--- config.mk ---
export PLATFORM = sky130hd
export DESIGN_NAME = reg_sequencer
export DESIGN_NICKNAME = d
export VERILOG_FILES = /design/src/rtl/reg_seq_pkg.sv /design/src/rtl/reg_sequencer.sv
export SDC_FILE = /design/constraint.sdc
export NUM_CORES = 1
export LEC_CHECK = 0
export CORE_MARGIN = 5
export CORE_UTILIZATION = 38
export DETAILED_ROUTE_END_ITERATION = 12
export HOLD_SLACK_MARGIN = 0.06
export PLACE_DENSITY = 0.8
export SLEW_MARGIN = 40
export SYNTH_ARGS = -nofsm -noshare
export SYNTH_HDL_FRONTEND = slang
export SYNTH_SLANG_ARGS = --single-unit
--- constraint.sdc ---
create_clock -name clk -period 1.77 [get_ports clk]
set_input_delay 0.354 -clock clk [delete_from_list [all_inputs] [get_ports clk]]
set_output_delay 0.354 -clock clk [all_outputs]
set_load 0.005 [all_outputs]
--- src/rtl/reg_seq_pkg.sv ---
// Shared opcode and state definitions for the register sequencer.
// Imported by the sequencer and its bench.
package reg_seq_pkg;

    typedef enum logic [2:0] {
        OP_NOP  = 3'b000,
        OP_CLR  = 3'b001,
        OP_LOAD = 3'b010,
        OP_INC  = 3'b011,
        OP_DEC  = 3'b100,
        OP_SHR  = 3'b101,
        OP_SHL  = 3'b110,
        OP_ROR  = 3'b111
    } op_e;

    typedef enum logic [1:0] {
        S_IDLE = 2'd0,
        S_EXEC = 2'd1,
        S_DONE = 2'd2
    } state_e;

    // Ops that repeat their strobe cmd_amt times.
    function automatic logic is_repeat(op_e op);
        return op inside {OP_INC, OP_DEC, OP_SHR, OP_SHL, OP_ROR};
    endfunction

endpackage

--- src/rtl/reg_sequencer.sv ---
// Command sequencer issuing one-hot control strobes to an external register.
// All outputs decode from registered state; reg_q only feeds the rotate bit.
module reg_sequencer
    import reg_seq_pkg::*;
#(
    parameter int DATA_WIDTH = 16,
    parameter int AMT_WIDTH  = 4
) (
    input  logic                  clk,
    input  logic                  rst_n,
    input  logic                  cmd_valid,
    output logic                  cmd_ready,
    input  logic [2:0]            cmd_op,
    input  logic [AMT_WIDTH-1:0]  cmd_amt,
    input  logic [DATA_WIDTH-1:0] cmd_data,
    input  logic                  cmd_fill,
    input  logic                  abort,
    input  logic [DATA_WIDTH-1:0] reg_q,
    output logic                  cl,
    output logic                  ld,
    output logic                  inc,
    output logic                  dec,
    output logic                  sr,
    output logic                  sl,
    output logic [DATA_WIDTH-1:0] in,
    output logic                  ir,
    output logic                  il,
    output logic                  busy,
    output logic                  done
);

    state_e                state_q, state_d;
    logic [AMT_WIDTH-1:0]  cnt_q, cnt_d;
    op_e                   op_q, op_d;
    logic [DATA_WIDTH-1:0] data_q, data_d;
    logic                  fill_q, fill_d;
    logic                  fire;
    logic                  unused_reg_bits;

    always_ff @(posedge clk or negedge rst_n) begin
        if (!rst_n) begin
            state_q <= S_IDLE;
            cnt_q   <= '0;
            op_q    <= OP_NOP;
            data_q  <= '0;
            fill_q  <= 1'b0;
        end else begin
            state_q <= state_d;
            cnt_q   <= cnt_d;
            op_q    <= op_d;
            data_q  <= data_d;
            fill_q  <= fill_d;
        end
    end

    always_comb begin
        state_d = state_q;
        cnt_d   = cnt_q;
        op_d    = op_q;
        data_d  = data_q;
        fill_d  = fill_q;
        case (state_q)
            S_IDLE: begin
                if (cmd_valid) begin
                    op_d    = op_e'(cmd_op);
                    cnt_d   = cmd_amt;
                    data_d  = cmd_data;
                    fill_d  = cmd_fill;
                    state_d = S_EXEC;
                end
            end
            S_EXEC: begin
                // The last strobe (or an empty repeat) ends EXEC.
                if (abort || !is_repeat(op_q)
                    || cnt_q <= AMT_WIDTH'(1)) begin
                    cnt_d   = '0;
                    state_d = S_DONE;
                end else begin
                    cnt_d = cnt_q - 1'b1;
                end
            end
            S_DONE: state_d = S_IDLE;
            default: state_d = S_IDLE;
        endcase
    end

    always_comb begin
        cl   = 1'b0;
        ld   = 1'b0;
        inc  = 1'b0;
        dec  = 1'b0;
        sr   = 1'b0;
        sl   = 1'b0;
        fire = (state_q == S_EXEC)
            && (!is_repeat(op_q) || cnt_q != '0);
        if (fire) begin
            case (op_q)
                OP_CLR:  cl  = 1'b1;
                OP_LOAD: ld  = 1'b1;
                OP_INC:  inc = 1'b1;
                OP_DEC:  dec = 1'b1;
                OP_SHR:  sr  = 1'b1;
                OP_ROR:  sr  = 1'b1;
                OP_SHL:  sl  = 1'b1;
                default: ;
            endcase
        end
    end

    always_comb begin
        ir = 1'b0;
        il = 1'b0;
        case (op_q)
            OP_SHR:  ir = fill_q;
            OP_SHL:  il = fill_q;
            OP_ROR:  ir = reg_q[0];
            default: ;
        endcase
    end

    assign in              = data_q;
    assign cmd_ready       = (state_q == S_IDLE);
    assign busy            = (state_q != S_IDLE);
    assign done            = (state_q == S_DONE);
    assign unused_reg_bits = ^reg_q[DATA_WIDTH-1:1];

endmodule

After elaboration in Yosys (flattened, before gate mapping) --
Cells that the tools add are included.
Word-level totals: bits in registers 26, input bits 44, output and inout bits 27, logic and storage cells 52
Cells by class: $add $sub $neg 1, $lt $le $gt $ge 1, eq/ne operators 11, multiplexer cells 20, reduce and logical (&&, ||, !) cells 14
Operator list (number):
- 1-bit two-way mux | 13
- 3-bit == test (second input constant) | 4
- 4-bit two-way mux | 2
- 4-bit one-hot mux with 2 select lines | 1
- 3-bit by 2-bit == test with 1-bit output (second input constant) | 2
- 2-bit AND reduction | 3
- 5-bit nonzero test | 1
- 4-bit by 1-bit less-or-equal comparator with 1-bit output (second input constant) | 1
- 2-bit two-way mux | 2
- 2-bit != test (second input constant) | 2
- 2-bit one-hot mux with 2 select lines | 1
- 2-bit nonzero test | 2
- 4-bit nonzero test | 1
- 4-bit by 1-bit subtractor with 4-bit output (second input constant) | 1
- 3-bit by 1-bit == test with 1-bit output (second input constant) | 1
- 1-bit logical OR | 3
- 2-bit by 1-bit == test with 1-bit output (second input constant) | 1
- 2-bit == test (second input constant) | 1
- 2-bit logical NOT | 1
- 1-bit one-hot mux with 2 select lines | 1
- 2-bit OR reduction | 1
- 1-bit logical AND | 1
- 1-bit logical NOT | 1

Longest topological paths before layout --
depth after elaboration 7, mapped depth 7, mapped depth without buffers 6

Worst setup path before layout --
OpenSTA, ideal clock, no wires.
path type register to register, start register cnt_q[0], end register cnt_q[3], arrival time 1547 ps, required time 1704 ps, setup slack 157 ps, cell stages (with the launch flop) 7, clock period less this slack 1613 ps, cells stage by stage dfrtp_1 inv_1 ha_1 or2_0 a2111o_1 nor2_1 o32a_1
Between the ends: word-level cells in the longest chain between the ends 4, elaborated cells between the ends (all ways) 5, those cells by class add/sub (1); order compare (1); mux (2); reduce/logical (1)
RTL lines:
- from (decl) | line reg_sequencer.sv:33 | logic [AMT_WIDTH-1:0] cnt_q, cnt_d;
- from (signal assigned) | line reg_sequencer.sv:49 | cnt_q <= cnt_d;
- 4-bit by 1-bit less-or-equal comparator with 1-bit output | line reg_sequencer.sv:75 | || cnt_q <= AMT_WIDTH'(1)) begin
- 1-bit logical OR | line reg_sequencer.sv:75
- 4-bit two-way mux (*) | line reg_sequencer.sv:74 | if (abort || !is_repeat(op_q)
- 4-bit one-hot mux with 2 select lines (*) | line reg_sequencer.sv:62 | case (state_q)
Every way passes the cells marked *; elsewhere a longest branch is shown, timed or not. A chain may end at the register's enable or synchronous reset.

Worst setup path after layout --
start register cnt_q[1], end output sl
Between the ends: word-level cells in the longest chain between the ends 4
RTL lines:
- 4-bit nonzero test | line reg_sequencer.sv:95 | && (!is_repeat(op_q) || cnt_q != '0);
- 1-bit logical OR | line reg_sequencer.sv:95
- 1-bit logical AND | line reg_sequencer.sv:95
- 1-bit two-way mux | line reg_sequencer.sv:96 | if (fire) begin
- to (decl) | line reg_sequencer.sv:24 | output logic sl,
Every way passes these cells.

==> results.toml <==
[drt]
drt_iter0_drc = 38
first_pass_iters = 4
ant_nets = 0
drc = 0
wl_per_cell_um = 14.5
viasPerCell = 4.74
routed_wl_um = 3310
vias = 1080

[cts]
clkLatencyLatePin_ps = 320
clk_pin_slew_worst_paths_ps = 140
cts_tree = "done"
cts_hold_buf = 0
htreeDepth = 1
clk_path_buf_depth = 2
cts_root_buf = "clkbuf_4"
clock-sinks = 26
cts_made_buffers = 3

[worst_setup_path]
reg2reg_from = "cnt_q[1]$_DFFE_PN0P_"
cp_common_cell = "inv_2"
slowest_stage = "dfrtp_1"
cp_max_fo = 2
worstSetupStartpointType = "register"
path_cells = "inv_2 > ha_4 > inv_2 > or3_4 > nand4b_1 > buf_4 > nor2_1 > buf_2"
setup.worst_path.start = "cnt_q[1]$_DFFE_PN0P_"
slowest_delay_ps = 410
worstSetupEndpointType = "primary output"
crit_required_ps = 1420
worst_ep_arrival_time_ps = 1700
crit_type = "register to primary output"

[synthesis]
synth_cell_types = 28
netlist_instances = 110
netlist_area_um2 = 1250
synth_top_area_share = 0.522
yosys_register_bits = 26
synth_edf_count = 0
avgSynthCellArea_um2 = 11.3
seq_area_frac_synth = 0.522
synthFlopType = "dfrtp_1"
synthTopCellsByArea = "dfrtp_1, mux2_2, nor2_1"
synthArstFlopShare = 1.00
synth_top_area_cell = "dfrtp_1"
syn_nets = 156
yosysWarnings = 0

[layout]
final_layout_size_suffix_gt1_frac = 0.364
area_growth_pct = 65.9
multi_input_area_um2 = 578
fin_util = 0.666
fill_cells = 263
regArea_um2 = 653
diodes = 0
layout.nets = 231

[sta]
max_freq_ghz = 0.486
setup_viol = 6
fin_crit_sh = 1.16
hold_viol_final = 0
worst_slack_ps = -286
slew_headroom = 0.781
worst_pin_slew_ps = 329
period_minus_slack_ps = 2060
slew_viol_final = 0
fin_skew_ps = 2.46
rsz0062_at_grt = "yes"

[global_routing]
track_usage = 0.152
grt_first_pass_wirelength_um = 5280
antenna_found_initial = 0
grt_start_max_net_pins = 27
grt_pass1_vias = 1172
grt.overflow.total = 0

[flow_run]
cap_violations = 0

[placement]
gp_congestion = 0.772
pre_cts_slack_ps = -334
dp_hpwl_um = 2360
port_buffers = 55

[floorplan]
ioPinCount = 71
core_area_um2 = 3100
die_h_um = 67.3
rows = 20
die_w_um = 67.3
dieArea_um2 = 4520
start_util = 0.402

[power]
power.density_nw_per_um2 = 1690
power_leakage_nw = 0.905
ir_drop_mv = 0.775

[worst_hold_path]
min_path_type = "input pin to asynchronous set/reset pin"

[run_status]
outcome = "finished with violations"
violations = "setup timing"
==> worst max-delay path: cells and delay by family (launching register included) <==
family | cells | cell delay [ps]
buffers and inverters | 4 | 360
adders and majority gates | 1 | 130
DFF | 1 | 410
and+or+nand+nor | 3 | 470
==> cells in the mapped netlist (all sizes together), types with 2 or more instances <==
library cell  instances
o32a                  3
nor3                  3
buf                   6
nand2                 9
inv                   8
nor4                  2
dfrtp                26
ha                    2
nor2                 12
nor2b                 2
a21oi                 4
mux2                 19
o21ai                 2
==> sequential cells by signal (all words and copies together) (netlist names) <==
name and count:
cnt_q 4, fill_q 1, in 16, op_q 3
state_q 2
==> where the power goes <==
part	internal, mW	switching (mW)
clock	0.229	0.177
sequential	0.896	0.201
combinational	1.22	0.765
==> layout by cell type (no fill, tap or decap), drive strengths merged <==
cell / instances
a2111o: 1
a21boi: 1
a21oi: 4
a2bb2oi: 1
and2: 1
buf: 28
bufinv: 1
clkbuf: 3
clkdlybuf4s15: 2
clkdlybuf4s50: 44
dfrtp: 26
dlygate4sd2: 3
ha: 2
inv: 8
mux2: 19
mux2i: 1
nand2: 9
nand2b: 1
nand4b: 1
nor2: 12
nor2b: 2
nor3: 3
nor4: 2
o211ai: 1
o21ai: 2
o32a: 3
or2: 1
or3: 1
xnor2: 1
==> area by class of cell <==
cell class,count,area share
inverters,8,0.0145
multi-input cells,69,0.280
flip-flops and latches,26,0.316
clock buffers,3,0.0109
clock inverters,1,0.0145
repair buffers,77,0.338
well taps,44,0.0266
==> logic make-up (layout without fill, tap and decap cells) <==
kind of cell / count (synthesis) / count (layout) / share of synthesized area
flip-flops: 26 / 26 / 0.522
adder cells (fa/ha/maj): 2 / 2 / 0.0201
AND/OR/NAND/NOR: 33 / 33 / 0.131
buffers and inverters: 15 / 89 / 0.0643
multiplexers: 20 / 20 / 0.180
AO/OA/AOI/OAI: 13 / 13 / 0.0763
XOR/XNOR: 1 / 1 / 0.00703
==> final timing paths <==
path	to	slack, ps	depth (start not counted)
max in group asynchronous	op_q[1]$_DFFE_PN0P_	1120	2
worst min-delay path	state_q[1]$_DFFE_PN0P_	390	2
worst max register to register	cnt_q[1]$_DFFE_PN0P_	-30	7
worst max-delay path	sl	-290	8
min in group clk	in[13]$_DFFE_PN0P_	520	1
worst min register to register	in[13]$_DFFE_PN0P_	520	1
==> layer usage <==
layer,wire length [um],vias up,track usage,share of wire
li1,-,522,-,-
met1,1350,522,0.174,0.41
met2,1770,34,0.288,0.53
met3,165,2,0.0183,0.050
met4,27,0,0.0532,0.0081
met5,0,-,0,0
==> timing repair <==
action                     in CTS  in global routing
buffers inserted               10                  5
pin swaps                       6                  8
setup endpoints to repair      14                  9
resized for setup              43                  7
==> stage by stage <==
| step | total power [mW] | cell area, um2 | instances | TNS [ps] | hold WS, ps |
|---|---|---|---|---|---|
| floorplan | 1.94 | 1250 | 110 | 0 | 58.4 |
| global placement | 2.75 | 1900 | 213 | -1010 | 490 |
| detailed placement | 2.82 | 1900 | 213 | -1250 | 495 |
| CTS | 3.41 | 2030 | 225 | -1020 | 382 |
| global route | 3.74 | 2070 | 228 | -1760 | 394 |
| finish | 3.49 | 2070 | 228 | -1020 | 387 |
(Power assumes the default switching activity.)
